===== config.mk =====
export PLATFORM = sky130hd
export DESIGN_NAME = dmem_arbiter
export DESIGN_NICKNAME = d
export VERILOG_FILES = /design/src/rtl/dmem_arbiter.sv
export SDC_FILE = /design/constraint.sdc
export NUM_CORES = 1
export LEC_CHECK = 0
export BUFFER_PORTS_ARGS = -buffer_cell sky130_fd_sc_hd__clkbuf_2
export CORE_AREA = 2 2 117 119
export CTS_CLUSTER_SIZE = 16
export DETAILED_ROUTE_END_ITERATION = 7
export DIE_AREA = 0 0 119 121
export GPL_ROUTABILITY_DRIVEN = 0
export GPL_TIMING_DRIVEN = 0
export PLACE_DENSITY = 0.56
export RECOVER_POWER = 25
export SLEW_MARGIN = 10
export SYNTH_ARGS = -nofsm -noshare
export SYNTH_HDL_FRONTEND = slang
export SYNTH_SLANG_ARGS = --single-unit

===== constraint.sdc =====
create_clock -name clk -period 2.9 [get_ports clk]
set_clock_uncertainty 0.05 [all_clocks]
set_input_delay 0.58 -clock clk [delete_from_list [all_inputs] [get_ports clk]]
set_output_delay 0.58 -clock clk [all_outputs]
set_load 0.05 [all_outputs]

===== src/rtl/dmem_arbiter.sv =====
// dmem_arbiter: shares the single-port data RAM between the pipeline M-stage
// (CPU) and an external requester (EXT: loader or debug DMA). One RAM access
// is made per cycle. The CPU wins by default. Two mechanisms guarantee EXT
// forward progress:
//   - a starvation counter, which forces an EXT grant after MAX_WAIT refusals;
//   - a lock bit, which lets EXT keep the RAM for a bounded burst.
// stall_M tells the pipeline to hold whenever EXT owns the RAM.
//
// Optional feature macro: DMEM_ARB_STATS_EN adds the conflict_cnt and
// ext_grant_cnt statistics outputs. When it is undefined those ports do not
// exist.
//
// Handshake: ext_req is held high until ext_gnt. ext_gnt=1 means the EXT
// access is performed at the coming clock edge. For a read, ext_rvalid and
// ext_rdata follow one cycle later. The CPU side has no handshake: stall_M=1
// means the CPU access was not performed this cycle.
module dmem_arbiter #(
  parameter int DATA_W    = 32,
  parameter int ADDR_W    = 32,
  parameter int MAX_WAIT  = 4,
  parameter int MAX_BURST = 8
) (
  input  logic              clk,
  input  logic              reset,
  input  logic              memRead_M,
  input  logic              memWrite_M,
  input  logic [ADDR_W-1:0] ALU_out_M,
  input  logic [DATA_W-1:0] writeData_M,
  output logic [DATA_W-1:0] read_data_M,
  output logic              stall_M,
  input  logic              ext_req,
  input  logic              ext_we,
  input  logic              ext_lock,
  input  logic [ADDR_W-1:0] ext_addr,
  input  logic [DATA_W-1:0] ext_wdata,
  output logic              ext_gnt,
  output logic              ext_rvalid,
  output logic [DATA_W-1:0] ext_rdata,
  output logic [ADDR_W-1:0] ram_a,
  output logic [DATA_W-1:0] ram_wd,
  output logic              ram_we,
  input  logic [DATA_W-1:0] ram_rd,
  output logic              o_dbg_state
`ifdef DMEM_ARB_STATS_EN
  ,
  output logic [15:0]       conflict_cnt,
  output logic [15:0]       ext_grant_cnt
`endif
);

  localparam int WAIT_W  = $clog2(MAX_WAIT + 1);
  localparam int BURST_W = $clog2(MAX_BURST + 1);
  localparam logic [WAIT_W-1:0]  WAIT_MAX  = WAIT_W'(MAX_WAIT);
  localparam logic [BURST_W-1:0] BURST_MAX = BURST_W'(MAX_BURST);
  localparam logic [BURST_W-1:0] BURST_ONE = BURST_W'(1);

  typedef enum logic {
    CPU_OWN   = 1'b0,
    EXT_BURST = 1'b1
  } state_t;

  state_t             r_state;
  state_t             w_state_nxt;
  logic [BURST_W-1:0] r_burst_cnt;
  logic [BURST_W-1:0] w_burst_nxt;
  logic [WAIT_W-1:0]  r_wait_cnt;
  logic               w_cpu_req;
  logic               w_owner_ext;

  assign w_cpu_req   = memRead_M | memWrite_M;
  assign o_dbg_state = r_state;

  // While reset is low, the owner is forced to the CPU.
  // Otherwise EXT owns the RAM when it requests and any of these holds:
  //   - the CPU is idle;
  //   - EXT has been starved for MAX_WAIT cycles;
  //   - EXT is inside a locked burst.
  assign w_owner_ext = reset && ext_req &&
                       (!w_cpu_req || (r_wait_cnt == WAIT_MAX) || (r_state == EXT_BURST));

  // State register: FSM state and the burst grant counter.
  always_ff @(posedge clk or negedge reset) begin
    if (!reset) begin
      r_state     <= CPU_OWN;
      r_burst_cnt <= '0;
    end else begin
      r_state     <= w_state_nxt;
      r_burst_cnt <= w_burst_nxt;
    end
  end

  // Next-state logic.
  // burst_cnt counts the locked grants in the current burst. The FSM leaves
  // EXT_BURST on the edge where that count reaches MAX_BURST, so a burst never
  // exceeds MAX_BURST consecutive grants. The following cycle goes to the CPU
  // if it is requesting.
  always_comb begin
    w_state_nxt = r_state;
    w_burst_nxt = r_burst_cnt;
    case (r_state)
      CPU_OWN: begin
        if (w_owner_ext && ext_lock) begin
          w_burst_nxt = BURST_ONE;
          w_state_nxt = (BURST_ONE == BURST_MAX) ? CPU_OWN : EXT_BURST;
        end
      end
      EXT_BURST: begin
        if (w_owner_ext && ext_lock && (r_burst_cnt < BURST_MAX)) begin
          w_burst_nxt = r_burst_cnt + BURST_ONE;
          w_state_nxt = ((r_burst_cnt + BURST_ONE) == BURST_MAX) ? CPU_OWN : EXT_BURST;
        end else begin
          w_state_nxt = CPU_OWN;
        end
      end
      default: w_state_nxt = CPU_OWN;
    endcase
  end

  // Output logic: grant, stall and the RAM port mux, all driven by the owner.
  always_comb begin
    ext_gnt     = w_owner_ext;
    stall_M     = w_cpu_req && w_owner_ext;
    ram_a       = w_owner_ext ? ext_addr  : ALU_out_M;
    ram_wd      = w_owner_ext ? ext_wdata : writeData_M;
    ram_we      = reset && (w_owner_ext ? ext_we : (memWrite_M && !stall_M));
    read_data_M = ram_rd;
  end

  // Starvation counter.
  // It counts refused EXT cycles and saturates at MAX_WAIT. It is cleared
  // when EXT is granted or stops requesting, so a forced release restarts it
  // at 0.
  always_ff @(posedge clk or negedge reset) begin
    if (!reset) begin
      r_wait_cnt <= '0;
    end else if (ext_req && !w_owner_ext) begin
      if (r_wait_cnt != WAIT_MAX) r_wait_cnt <= r_wait_cnt + WAIT_W'(1);
    end else begin
      r_wait_cnt <= '0;
    end
  end

  // EXT read return path: the data is captured one cycle after a read grant.
  always_ff @(posedge clk or negedge reset) begin
    if (!reset) begin
      ext_rvalid <= 1'b0;
      ext_rdata  <= '0;
    end else begin
      ext_rvalid <= w_owner_ext && !ext_we;
      if (w_owner_ext && !ext_we) ext_rdata <= ram_rd;
    end
  end

`ifdef DMEM_ARB_STATS_EN
  // Saturating statistics: cycles with a CPU stall, and EXT grants.
  always_ff @(posedge clk or negedge reset) begin
    if (!reset) begin
      conflict_cnt  <= '0;
      ext_grant_cnt <= '0;
    end else begin
      if (stall_M && (conflict_cnt != 16'hFFFF)) conflict_cnt <= conflict_cnt + 16'd1;
      if (ext_gnt && (ext_grant_cnt != 16'hFFFF)) ext_grant_cnt <= ext_grant_cnt + 16'd1;
    end
  end
`endif

endmodule


==> impl_results.md <==
- Count leader, synth: mux2_2
- CTS Buffer Depth: 2
- Final hold viol count: 0
- Layout area overhead: 73.7%
- R2r startpoint: r_wait_cnt[1]
- Filler Cells Inserted: 1291
- Fmax: 0.355 GHz
- FF+latch area: 1030 um2
- Die area: 14400 um2
- Worst EP required: 2.27 ns
- Vias in the first global route: 2939
- Net Count, Synth: 394
- Worst-Skew Late Latency: 0.28 ns
- Core Region: 13100 um2
- Nets@finish: 703
- Clock power share: 21.5%
- R2R setup slack: 1.04 ns
- Cell area after synthesis: 2900 um2
- Final setup viols: 0
- Leakage power: 0.00288 uW
- Max-cap violations: 0
- Post-Layout Cell Count: 710
- Yosys top cell area share: 35.4%
- Average size of a mapped cell: 12.9 um2
- Ys async rst share: 100%
- DRT Pass-1 Iters: 4
- Hold Path Class: primary input to asynchronous set/reset pin
- Width of the die: 119 um
- Post-route ant nets: 0
- DP HPWL: 9.53 mm
- Layout cell share with drive strength beyond 1: 84.8%
- Placed cell area: 4610 um2
- Top FF cell, synth: dfrtp_1
- Pwr Total: 2970 uW
- Post-synth EDFFs: 0
- Seq/Total Area, Yosys: 35.4%
- Worst r2r dst: ext_rdata[21]
- Worst Setup SP: r_wait_cnt[1]
- Std cell rows: 42
- Int Pwr: 1610 uW
- Status: completed
- Placed insts: 699
- Drc violations: 0
- Die Span Y: 121 um
- Synth area leader: dfrtp_1
- Worst EP arrival: 2.19 ns
- Maximum VDD drop: 0.385 mV
- Commonest cells in the netlist: mux2_2, dfrtp_1, buf_4
- Final period util: 97.2%
- # H-tree levels: 2
- Routed Wire Length: 11.1 mm
- Initial DRC Count: 73
- Slew HR: 62.4%
- Maximum fanout along the worst path: 7
- Multi-input gate area: 1520 um2
- #FFs+latches synth: 41
- Gate power share: 51.8%
- Via density: 4.13
- IO Count: 300
- Total CTS buffers: 5
- Final instance area: 5030 um2
- FF-to-FF path depth: 6
- Pins Over Slew Limit: 0
- Sw frac: 45.8%
- Sw Pwr: 1360 uW
- Clk sinks: 41
- IO Port Bufs: 299
- WL/cell: 15.7 um
- CTS tree: yes
- Reg clk slew, reported paths: 0.06 ns
- First-pass GRT wire length: 16.0 mm
- Final Core Density: 38.4%
- Total GRT Usage: 14.4%
- # diodes: 0
- Area contributors post-synth: dfrtp_1, mux2_2, mux2_4
- Mapped Cells: 224
- Crit path capture type: primary output
- Netlist cell types: 31
- Seq pwr share: 26.7%
- Pwr/cell area: 590 nW/um2
- Worst Tran Pin Value: 0.558 ns
- Setup crit start kind: flip-flop
- Antenna violations before repair: 0
- Yosys warning count: 0
- Largest net degree at the start of global routing: 47
- Fin crit period: 2.82 ns
- Global route overflow: 0
- Worst setup path class: flip-flop to primary output
- Via count: 2933
- Clock root buffer: clkbuf_16
- Initial Util: 22.1%
-- cell type report --
type | count | share of cell area [%]
Tap cell | 176 | 4.38
Timing Repair Buffer | 302 | 33.6
Multi-Input combinational cell | 132 | 30.2
Clock buffer | 5 | 2.49
Clock inverter | 3 | 0.870
Sequential cell | 41 | 20.4
Buffer | 43 | 7.54
Inverter | 8 | 0.597
-- metrics by stage --
step / worst slack (ns) / hold WS, ns / TNS (ns)
6_report: 0.0813 / 0.171 / 0
5_1_grt: -0.0270 / 0.201 / -0.634
4_1_cts: -0.0128 / 0.324 / -0.0919
3_5_place_dp: -0.493 / 0.442 / -25.63
3_3_place_gp: -0.501 / 0.439 / -25.44
2_1_floorplan: 0.0882 / 0.234 / 0
-- cell families (layout without fill, tap and decap cells) --
kind of cell | after synthesis | in the layout | synth area share, %
mux | 98 | 98 | 41.5
simple gates | 17 | 17 | 3.72
buf+inv | 51 | 361 | 12.7
xor+xnor | 1 | 1 | 0.302
compound gates | 13 | 13 | 5.05
flops | 41 | 41 | 35.4
fa+ha+maj | 3 | 3 | 1.30
-- per-layer routing --
layer,vias up,track usage (%),wire length (um)
li1,1385,-,-
met1,1377,15.8,4170
met2,162,27.9,5990
met3,9,2.68,734
met4,0,4.32,223
met5,-,0,0
-- worst max-delay path: stages, from the launching register on --
cell and delay, ns:
dfrtp_1 0.37, inv_1 0.06, ha_2 0.20, o2bb2ai_4 0.16, o211ai_4 0.28, buf_6 0.19, buf_12 0.12, mux2_2 0.33
buf_2 0.21
-- sequential cells by signal (all words and copies together), names as in the netlist --
name and cells:
r_burst_cnt 4, o_dbg_state 1, ext_rdata 32, r_wait_cnt 3, ext_rvalid 1
-- what timing repair did --
item,CTS,global route
pin swaps,0,1
buffers inserted,1,2
hold buffers,0,0
setup endpoints to repair,67,65
hold endpoints to repair,0,0
resized for setup,46,43
-- placed cells by master (no fill, tap or decap), drive strengths merged, types with 2 or more instances in the layout --
cell / instances
dfrtp: 41
ha: 3
inv: 9
mux2: 96
mux2i: 2
buf: 70
clkbuf: 280
and3: 4
and4: 2
nor2: 2
a211o: 2
o21ai: 2
nand2: 2
o211ai: 2
nor3b: 3
-- worst max-delay path by stage --
stage and end:
6_report ram_wd[26], 5_1_grt ram_wd[12], 4_1_cts ram_wd[12], 3_5_place_dp ram_we
3_3_place_gp ram_we, 2_1_floorplan ram_we
-- power groups by stage --
stage	Sequential [uW]	Combinational, uW	Clock (uW)
after floorplan	1250	630	0
after global placement	793	1480	0
after detailed placement	800	1500	0
after CTS	793	1530	665
after global routing	808	1600	692
final	791	1540	639
Note: power is estimated with default switching activity, not from simulation.
